==> src/rtl/data_table_upsert.sv <==
// Chained hash-table insert engine: walks a bucket chain from its head pointer,
// then overwrites, appends or rejects according to the per-task mode.
module data_table_upsert #(
    parameter int KEY_WIDTH     = 32,
    parameter int VALUE_WIDTH   = 16,
    parameter int BUCKET_WIDTH  = 8,
    parameter int A_WIDTH       = 8,
    parameter int RAM_LATENCY   = 2,
    parameter int MAX_CHAIN_LEN = 16
) (
    input  logic                                   clk_i,
    input  logic                                   rst_i,
    input  logic [KEY_WIDTH-1:0]                   task_key_i,
    input  logic [VALUE_WIDTH-1:0]                 task_value_i,
    input  logic [BUCKET_WIDTH-1:0]                task_bucket_i,
    input  logic [A_WIDTH-1:0]                     task_head_ptr_i,
    input  logic                                   task_head_ptr_val_i,
    input  logic [1:0]                             task_mode_i,
    input  logic                                   task_valid_i,
    output logic                                   task_ready_o,
    output logic [A_WIDTH-1:0]                     rd_addr_o,
    output logic                                   rd_en_o,
    input  logic [KEY_WIDTH-1:0]                   rd_key_i,
    input  logic [VALUE_WIDTH-1:0]                 rd_value_i,
    input  logic [A_WIDTH-1:0]                     rd_next_ptr_i,
    input  logic                                   rd_next_ptr_val_i,
    output logic [A_WIDTH-1:0]                     wr_addr_o,
    output logic [KEY_WIDTH-1:0]                   wr_key_o,
    output logic [VALUE_WIDTH-1:0]                 wr_value_o,
    output logic [A_WIDTH-1:0]                     wr_next_ptr_o,
    output logic                                   wr_next_ptr_val_o,
    output logic                                   wr_en_o,
    input  logic [A_WIDTH-1:0]                     empty_addr_i,
    input  logic                                   empty_addr_val_i,
    output logic                                   empty_addr_rd_ack_o,
    output logic [BUCKET_WIDTH-1:0]                head_wr_addr_o,
    output logic [A_WIDTH-1:0]                     head_wr_ptr_o,
    output logic                                   head_wr_ptr_val_o,
    output logic                                   head_wr_en_o,
    output logic [2:0]                             result_code_o,
    output logic [KEY_WIDTH-1:0]                   result_key_o,
    output logic [$clog2(MAX_CHAIN_LEN+1)-1:0]     result_chain_len_o,
    output logic                                   result_valid_o,
    input  logic                                   result_ready_i
);

    localparam int CLW = $clog2(MAX_CHAIN_LEN + 1);
    localparam int LW  = $clog2(RAM_LATENCY + 1);
    localparam logic [CLW-1:0] MAX_CNT = CLW'(MAX_CHAIN_LEN);
    localparam logic [LW-1:0]  LAT_END = LW'(RAM_LATENCY);

    localparam logic [1:0] MODE_INSERT_ONLY = 2'd1;
    localparam logic [1:0] MODE_UPDATE_ONLY = 2'd2;

    localparam logic [2:0] RC_INSERTED      = 3'd0;
    localparam logic [2:0] RC_UPDATED       = 3'd1;
    localparam logic [2:0] RC_TABLE_FULL    = 3'd2;
    localparam logic [2:0] RC_KEY_EXISTS    = 3'd3;
    localparam logic [2:0] RC_KEY_NOT_FOUND = 3'd4;
    localparam logic [2:0] RC_CHAIN_LIMIT   = 3'd5;

    typedef enum logic [3:0] {
        S_IDLE,
        S_RD_REQ,
        S_RD_WAIT,
        S_MATCH_WR,
        S_NOHEAD_WR_HEAD,
        S_NOHEAD_WR_DATA,
        S_TAIL_WR_DATA,
        S_TAIL_UPD_PTR,
        S_RESULT
    } state_t;

    state_t                  state_q, state_d;
    logic [KEY_WIDTH-1:0]    key_q;
    logic [VALUE_WIDTH-1:0]  value_q;
    logic [BUCKET_WIDTH-1:0] bucket_q;
    logic [1:0]              mode_q;
    logic [A_WIDTH-1:0]      rd_addr_q;
    logic [CLW-1:0]          cnt_q;
    logic [LW-1:0]           lat_q;
    logic [A_WIDTH-1:0]      node_addr_q;
    logic [KEY_WIDTH-1:0]    node_key_q;
    logic [VALUE_WIDTH-1:0]  node_value_q;
    logic [A_WIDTH-1:0]      node_next_q;
    logic                    node_next_val_q;
    logic [A_WIDTH-1:0]      new_addr_q;
    logic [2:0]              code_q, code_d;
    logic                    ack_q;

    logic       accept, decide, take_free, capture, follow, lat_done;
    logic [1:0] dmode;

    // Next-state logic; the append/reject decision is shared by the IDLE
    // (no chain) and end-of-walk paths.
    always_comb begin
        state_d   = state_q;
        code_d    = code_q;
        accept    = 1'b0;
        decide    = 1'b0;
        take_free = 1'b0;
        capture   = 1'b0;
        follow    = 1'b0;
        lat_done  = (lat_q == LAT_END);
        dmode     = (state_q == S_IDLE) ? task_mode_i : mode_q;

        case (state_q)
            S_IDLE: begin
                if (task_valid_i) begin
                    accept = 1'b1;
                    if (task_head_ptr_val_i) state_d = S_RD_REQ;
                    else                     decide  = 1'b1;
                end
            end
            S_RD_REQ: state_d = S_RD_WAIT;
            S_RD_WAIT: begin
                if (lat_done) begin
                    capture = 1'b1;
                    if (rd_key_i == key_q) begin
                        if (mode_q == MODE_INSERT_ONLY) begin
                            state_d = S_RESULT;
                            code_d  = RC_KEY_EXISTS;
                        end else begin
                            state_d = S_MATCH_WR;
                        end
                    end else if (!rd_next_ptr_val_i) begin
                        decide = 1'b1;
                    end else if (cnt_q == MAX_CNT) begin
                        state_d = S_RESULT;
                        code_d  = RC_CHAIN_LIMIT;
                    end else begin
                        follow  = 1'b1;
                        state_d = S_RD_REQ;
                    end
                end
            end
            S_MATCH_WR: begin
                state_d = S_RESULT;
                code_d  = RC_UPDATED;
            end
            S_NOHEAD_WR_HEAD: state_d = S_NOHEAD_WR_DATA;
            S_NOHEAD_WR_DATA: begin
                state_d = S_RESULT;
                code_d  = RC_INSERTED;
            end
            S_TAIL_WR_DATA: state_d = S_TAIL_UPD_PTR;
            S_TAIL_UPD_PTR: begin
                state_d = S_RESULT;
                code_d  = RC_INSERTED;
            end
            S_RESULT: if (result_ready_i) state_d = S_IDLE;
            default:  state_d = S_IDLE;
        endcase

        if (decide) begin
            if (dmode == MODE_UPDATE_ONLY) begin
                state_d = S_RESULT;
                code_d  = RC_KEY_NOT_FOUND;
            end else if (!empty_addr_val_i) begin
                state_d = S_RESULT;
                code_d  = RC_TABLE_FULL;
            end else begin
                take_free = 1'b1;
                state_d   = (state_q == S_IDLE) ? S_NOHEAD_WR_HEAD : S_TAIL_WR_DATA;
            end
        end
    end

    always_ff @(posedge clk_i or posedge rst_i) begin
        if (rst_i) begin
            state_q         <= S_IDLE;
            code_q          <= '0;
            ack_q           <= 1'b0;
            key_q           <= '0;
            value_q         <= '0;
            bucket_q        <= '0;
            mode_q          <= '0;
            rd_addr_q       <= '0;
            cnt_q           <= '0;
            lat_q           <= '0;
            node_addr_q     <= '0;
            node_key_q      <= '0;
            node_value_q    <= '0;
            node_next_q     <= '0;
            node_next_val_q <= 1'b0;
            new_addr_q      <= '0;
        end else begin
            state_q <= state_d;
            code_q  <= code_d;
            ack_q   <= take_free;
            if (accept) begin
                key_q     <= task_key_i;
                value_q   <= task_value_i;
                bucket_q  <= task_bucket_i;
                mode_q    <= task_mode_i;
                rd_addr_q <= task_head_ptr_i;
                cnt_q     <= '0;
            end
            if (state_q == S_RD_REQ) begin
                cnt_q <= cnt_q + CLW'(1);
                lat_q <= LW'(1);
            end else if (state_q == S_RD_WAIT && !lat_done) begin
                lat_q <= lat_q + LW'(1);
            end
            if (capture) begin
                node_addr_q     <= rd_addr_q;
                node_key_q      <= rd_key_i;
                node_value_q    <= rd_value_i;
                node_next_q     <= rd_next_ptr_i;
                node_next_val_q <= rd_next_ptr_val_i;
            end
            if (follow)    rd_addr_q  <= rd_next_ptr_i;
            if (take_free) new_addr_q <= empty_addr_i;
        end
    end

    // Write ports are decoded from state so only one strobe is ever active.
    always_comb begin
        wr_en_o           = 1'b0;
        wr_addr_o         = '0;
        wr_key_o          = '0;
        wr_value_o        = '0;
        wr_next_ptr_o     = '0;
        wr_next_ptr_val_o = 1'b0;
        case (state_q)
            S_MATCH_WR: begin
                wr_en_o           = 1'b1;
                wr_addr_o         = node_addr_q;
                wr_key_o          = node_key_q;
                wr_value_o        = value_q;
                wr_next_ptr_o     = node_next_q;
                wr_next_ptr_val_o = node_next_val_q;
            end
            S_NOHEAD_WR_DATA, S_TAIL_WR_DATA: begin
                wr_en_o    = 1'b1;
                wr_addr_o  = new_addr_q;
                wr_key_o   = key_q;
                wr_value_o = value_q;
            end
            S_TAIL_UPD_PTR: begin
                wr_en_o           = 1'b1;
                wr_addr_o         = node_addr_q;
                wr_key_o          = node_key_q;
                wr_value_o        = node_value_q;
                wr_next_ptr_o     = new_addr_q;
                wr_next_ptr_val_o = 1'b1;
            end
            default: ;
        endcase
    end

    assign head_wr_en_o        = (state_q == S_NOHEAD_WR_HEAD);
    assign head_wr_addr_o      = bucket_q;
    assign head_wr_ptr_o       = new_addr_q;
    assign head_wr_ptr_val_o   = head_wr_en_o;
    assign task_ready_o        = (state_q == S_IDLE);
    assign rd_en_o             = (state_q == S_RD_REQ);
    assign rd_addr_o           = rd_addr_q;
    assign empty_addr_rd_ack_o = ack_q;
    assign result_valid_o      = (state_q == S_RESULT);
    assign result_code_o       = code_q;
    assign result_key_o        = key_q;
    assign result_chain_len_o  = cnt_q;

endmodule
==> config.mk <==
export PLATFORM = sky130hd
export DESIGN_NAME = data_table_upsert
export DESIGN_NICKNAME = d
export VERILOG_FILES = /design/src/rtl/data_table_upsert.sv
export SDC_FILE = /design/constraint.sdc
export NUM_CORES = 1
export LEC_CHECK = 0
export ABC_AREA = 1
export ABC_CLOCK_PERIOD_IN_PS = 14000
export CORE_ASPECT_RATIO = 1.25
export CORE_UTILIZATION = 30
export DETAILED_ROUTE_END_ITERATION = 8
export GPL_ROUTABILITY_DRIVEN = 0
export PLACE_DENSITY = 0.57
export SYNTH_ARGS = -nofsm -noshare
export SYNTH_HDL_FRONTEND = slang
export SYNTH_SLANG_ARGS = --single-unit
export TNS_END_PERCENT = 1
==> constraint.sdc <==
create_clock -name clk_i -period 14 [get_ports clk_i]
set_clock_uncertainty 0.2 [all_clocks]
set_input_delay 1.4 -clock clk_i [delete_from_list [all_inputs] [get_ports clk_i]]
set_output_delay 1.4 -clock clk_i [all_outputs]
set_load 0.03 [all_outputs]
==> flow_summary.toml <==
[floorplanning]
start_util_pct = 30.43
design.die.area_um2 = 26220
placeableCoreArea_um2 = 25210
row_count = 65
die_w_um = 145.0
ioPinCount = 273
die_height_um = 180.8

[grt]
grtUsageTotal_pct = 20.05
grt_antenna_before_repair = 1
grt_pass1_wl_mm = 40.85
grt-ovfl-total = 0
grt_max_degree = 104
grt_pass1_vias = 7413

[min_path]
worstHoldPathType = "register to register"

[worst_setup_path]
crit_path_start_kind = "register"
path_class = "register to output pin"
setup.reg_to_reg.worst_slack_ns = 11.24
critPathArrivalTime_ns = 3.92
r2r-end = "head_wr_ptr_o[6]$_DFFE_PP0P_"
timing.critical_path.to_type = "output pin"
reg_to_reg_critical_path_startpoint = "state_q[3]$_DFFE_PP0P_"
worst-endpoint-required_ns = 12.40
reg2reg_depth = 10
crit_end = "wr_value_o[13]"
path_max_fanout = 42
cp-startpoint = "state_q[2]$_DFFE_PP0P_"

[power_and_ir_drop]
power.clock.fraction_pct = 19.6
power-per-cell-area_nw_per_um2 = 209.4
p_switching_mw = 1.024
switching_share_pct = 43.56
p_int_mw = 1.327
vdd_ir_drop_max_v = 0.0001156
p_leak_nw = 5.190
combPwrFrac_pct = 48.2
share_seq_of_total_power_pct = 32.3

[clocking]
clockBufferDepth = 2
numCtsBuffers = 17
clk_transition_reported_paths_ns = 0.06
tritoncts = "built"
clock_sinks = 154
cts_max_level = 4
post-cts-setup-buffers = 0
clock_tree.root_cell = "sky130_fd_sc_hd__clkbuf_16"
post_cts_resized = 0
clkLatencyLatePin_ns = 0.43
holdBufCountCts = 0

[yosys]
ys_seq_area_share_pct = 50.23
syn_inst = 997
ys.flop_type = "sky130_fd_sc_hd__dfrtp_1"
synth.largest_area_cell = "sky130_fd_sc_hd__dfrtp_1"
post_synth_num_cell_types = 35
yosysWarningCount = 0
synthTopCellsByArea = "sky130_fd_sc_hd__dfrtp_1 (50%), sky130_fd_sc_hd__nand2_1 (17%), sky130_fd_sc_hd__o21ai_0 (8.0%)"
yosys_register_bits = 154
synth.top_cell.area_share_pct = 50.23
synth_area_um2 = 7672
synthArstFlopShare_pct = 100.0
synth_enable_flop_cells = 0
mappedNetlistNets = 1137
postSynthAreaPerCell_um2 = 7.695

[drt]
drt_pre_antenna_iters = 5
drt-vias-per-instance = 4.512
totalWireLength_mm = 25.21
routed-via-count = 7206
route.detailed.wl_per_inst_um = 15.79
final_antenna_net_count = 0
drt_iter0_markers = 335
drcViolationCount = 0

[layout]
final-seq-area_um2 = 3854
n_fill_cell = 2537
layout_commonest_cell = "sky130_fd_sc_hd__nand2_1"
insertedDiodeCount = 0
synthToLayoutAreaGrowth_pct = 46.31
nNetsFinal = 1391
multi_input_area_um2 = 3074
layout.core_utilization_pct = 44.53
post_route_cells_drive_above_1_share_pct = 5.230
most-common-layout-cells = "sky130_fd_sc_hd__nand2_1 (357), sky130_fd_sc_hd__clkdlybuf4s50_1 (272), sky130_fd_sc_hd__dfrtp_1 (154)"

[status]
outcome = "finished clean"

[timing]
final_period_minus_worst_setup_slack_ns = 5.523
timing.final.hold_violations = 0
timing.slew.headroom_pct = 22.78
report.final.slew_viol_count = 0
rsz0062_at_grt = "false"
achievable-frequency_ghz = 0.1811
timing.hold.ws_ns = 0.2709
fin_crit_sh_pct = 39.45
timing.setup.tns_ns = 0
timing_worst_slew_pin_value_ns = 1.155
finalSetupViolCount = 0

[job]
maxCapViolCount = 0

[place]
io_buffer_count = 272
hpwlAfterDp_mm = 17.73
-- logic make-up (layout without fill, tap and decap cells) --
logic type	Yosys count	in the layout	share of synthesized area [%]
AO/OA/AOI/OAI	182	182	13.08
XOR/XNOR	20	20	2.283
adder cells (fa/ha/maj)	3	3	0.4893
buffers and inverters	188	453	9.834
flip-flops	154	154	50.23
AND/OR/NAND/NOR	450	450	24.09
-- critical path, stage by stage, from the launching register on --
cell                              delay, ns
sky130_fd_sc_hd__dfrtp_1               0.41
sky130_fd_sc_hd__inv_1                 0.08
sky130_fd_sc_hd__nor2_2                0.23
sky130_fd_sc_hd__nand3_2               0.87
sky130_fd_sc_hd__nand2_1               0.94
sky130_fd_sc_hd__nand2_1               0.10
sky130_fd_sc_hd__o21ai_0               0.12
sky130_fd_sc_hd__clkdlybuf4s50_1       0.73
-- through the flow --
| stage | setup WS [ns] | cells | area, µm² | power (mW) |
|---|---|---|---|---|
| finish | 8.477 | 1597 | 11230 | 2.351 |
| global route | 8.162 | 1597 | 11230 | 2.522 |
| CTS | 8.434 | 1597 | 11230 | 2.380 |
| detailed placement | 8.906 | 1567 | 10660 | 1.908 |
| global placement | 8.977 | 1567 | 10660 | 1.899 |
| floorplan | 8.250 | 997 | 7672 | 1.443 |
-- per-layer routing --
metal  routed length [µm]  share of wire [%]  vias to the layer above  global-route usage, %
li1                     -                  -                     3618                      -
met1                10850                 43                     3368                  24.36
met2                12570                 50                      199                  34.77
met3                 1496                5.9                       19                  5.429
met4                  284                1.1                        2                  5.319
met5                   13              0.052                        -                      0
-- power by group through the flow --
stage | logic, mW | registers, mW | clock network [mW]
3_3_place_gp | 1.14 | 0.763 | 0
4_1_cts | 1.15 | 0.760 | 0.472
2_1_floorplan | 0.530 | 0.913 | 0
6_report | 1.13 | 0.758 | 0.460
3_5_place_dp | 1.14 | 0.765 | 0
5_1_grt | 1.25 | 0.786 | 0.489
-- worst min-delay path by stage --
| stage | from | endpoint | slack, ns | cells after the start |
|---|---|---|---|---|
| floorplan | value_q[0]$_DFFE_PP0P_ | value_q[0]$_DFFE_PP0P_ | 0.24 | 2 |
| global placement | node_addr_q[5]$_DFFE_PP0P_ | node_addr_q[5]$_DFFE_PP0P_ | 0.25 | 2 |
| detailed placement | node_addr_q[0]$_DFFE_PP0P_ | node_addr_q[0]$_DFFE_PP0P_ | 0.26 | 2 |
| CTS | node_addr_q[2]$_DFFE_PP0P_ | node_addr_q[2]$_DFFE_PP0P_ | 0.27 | 2 |
| global route | value_q[5]$_DFFE_PP0P_ | value_q[5]$_DFFE_PP0P_ | 0.29 | 2 |
| finish | node_addr_q[0]$_DFFE_PP0P_ | node_addr_q[0]$_DFFE_PP0P_ | 0.27 | 2 |
-- sequential cells by signal (all words and copies together) (netlist names), 3 cells and up --
register,flops
node_key_q,32
result_key_o,32
node_value_q,16
value_q,16
head_wr_addr_o,8
head_wr_ptr_o,8
node_addr_q,8
node_next_q,8
rd_addr_o,8
result_chain_len_o,5
state_q,4
result_code_o,3
-- synth_stat cells, types with 5 or more instances --
master and count:
sky130_fd_sc_hd__a21oi_1 8, sky130_fd_sc_hd__buf_2 17, sky130_fd_sc_hd__clkbuf_1 21, sky130_fd_sc_hd__dfrtp_1 154
sky130_fd_sc_hd__inv_1 142, sky130_fd_sc_hd__nand2_1 357, sky130_fd_sc_hd__nand3_1 38, sky130_fd_sc_hd__nor2_1 33
sky130_fd_sc_hd__nor2_2 5, sky130_fd_sc_hd__o21ai_0 123, sky130_fd_sc_hd__o21ai_2 8, sky130_fd_sc_hd__o22ai_1 35
sky130_fd_sc_hd__xnor2_1 19
-- cell type report --
cell class / count / area share, %
clock buffers: 19 / 3.946
repair buffers: 275 / 24.45
flip-flops and latches: 154 / 34.33
clock inverters: 11 / 1.092
multi-input cells: 655 / 27.39
well taps: 335 / 3.734
inverters: 148 / 5.060
(Power assumes the default switching activity.)
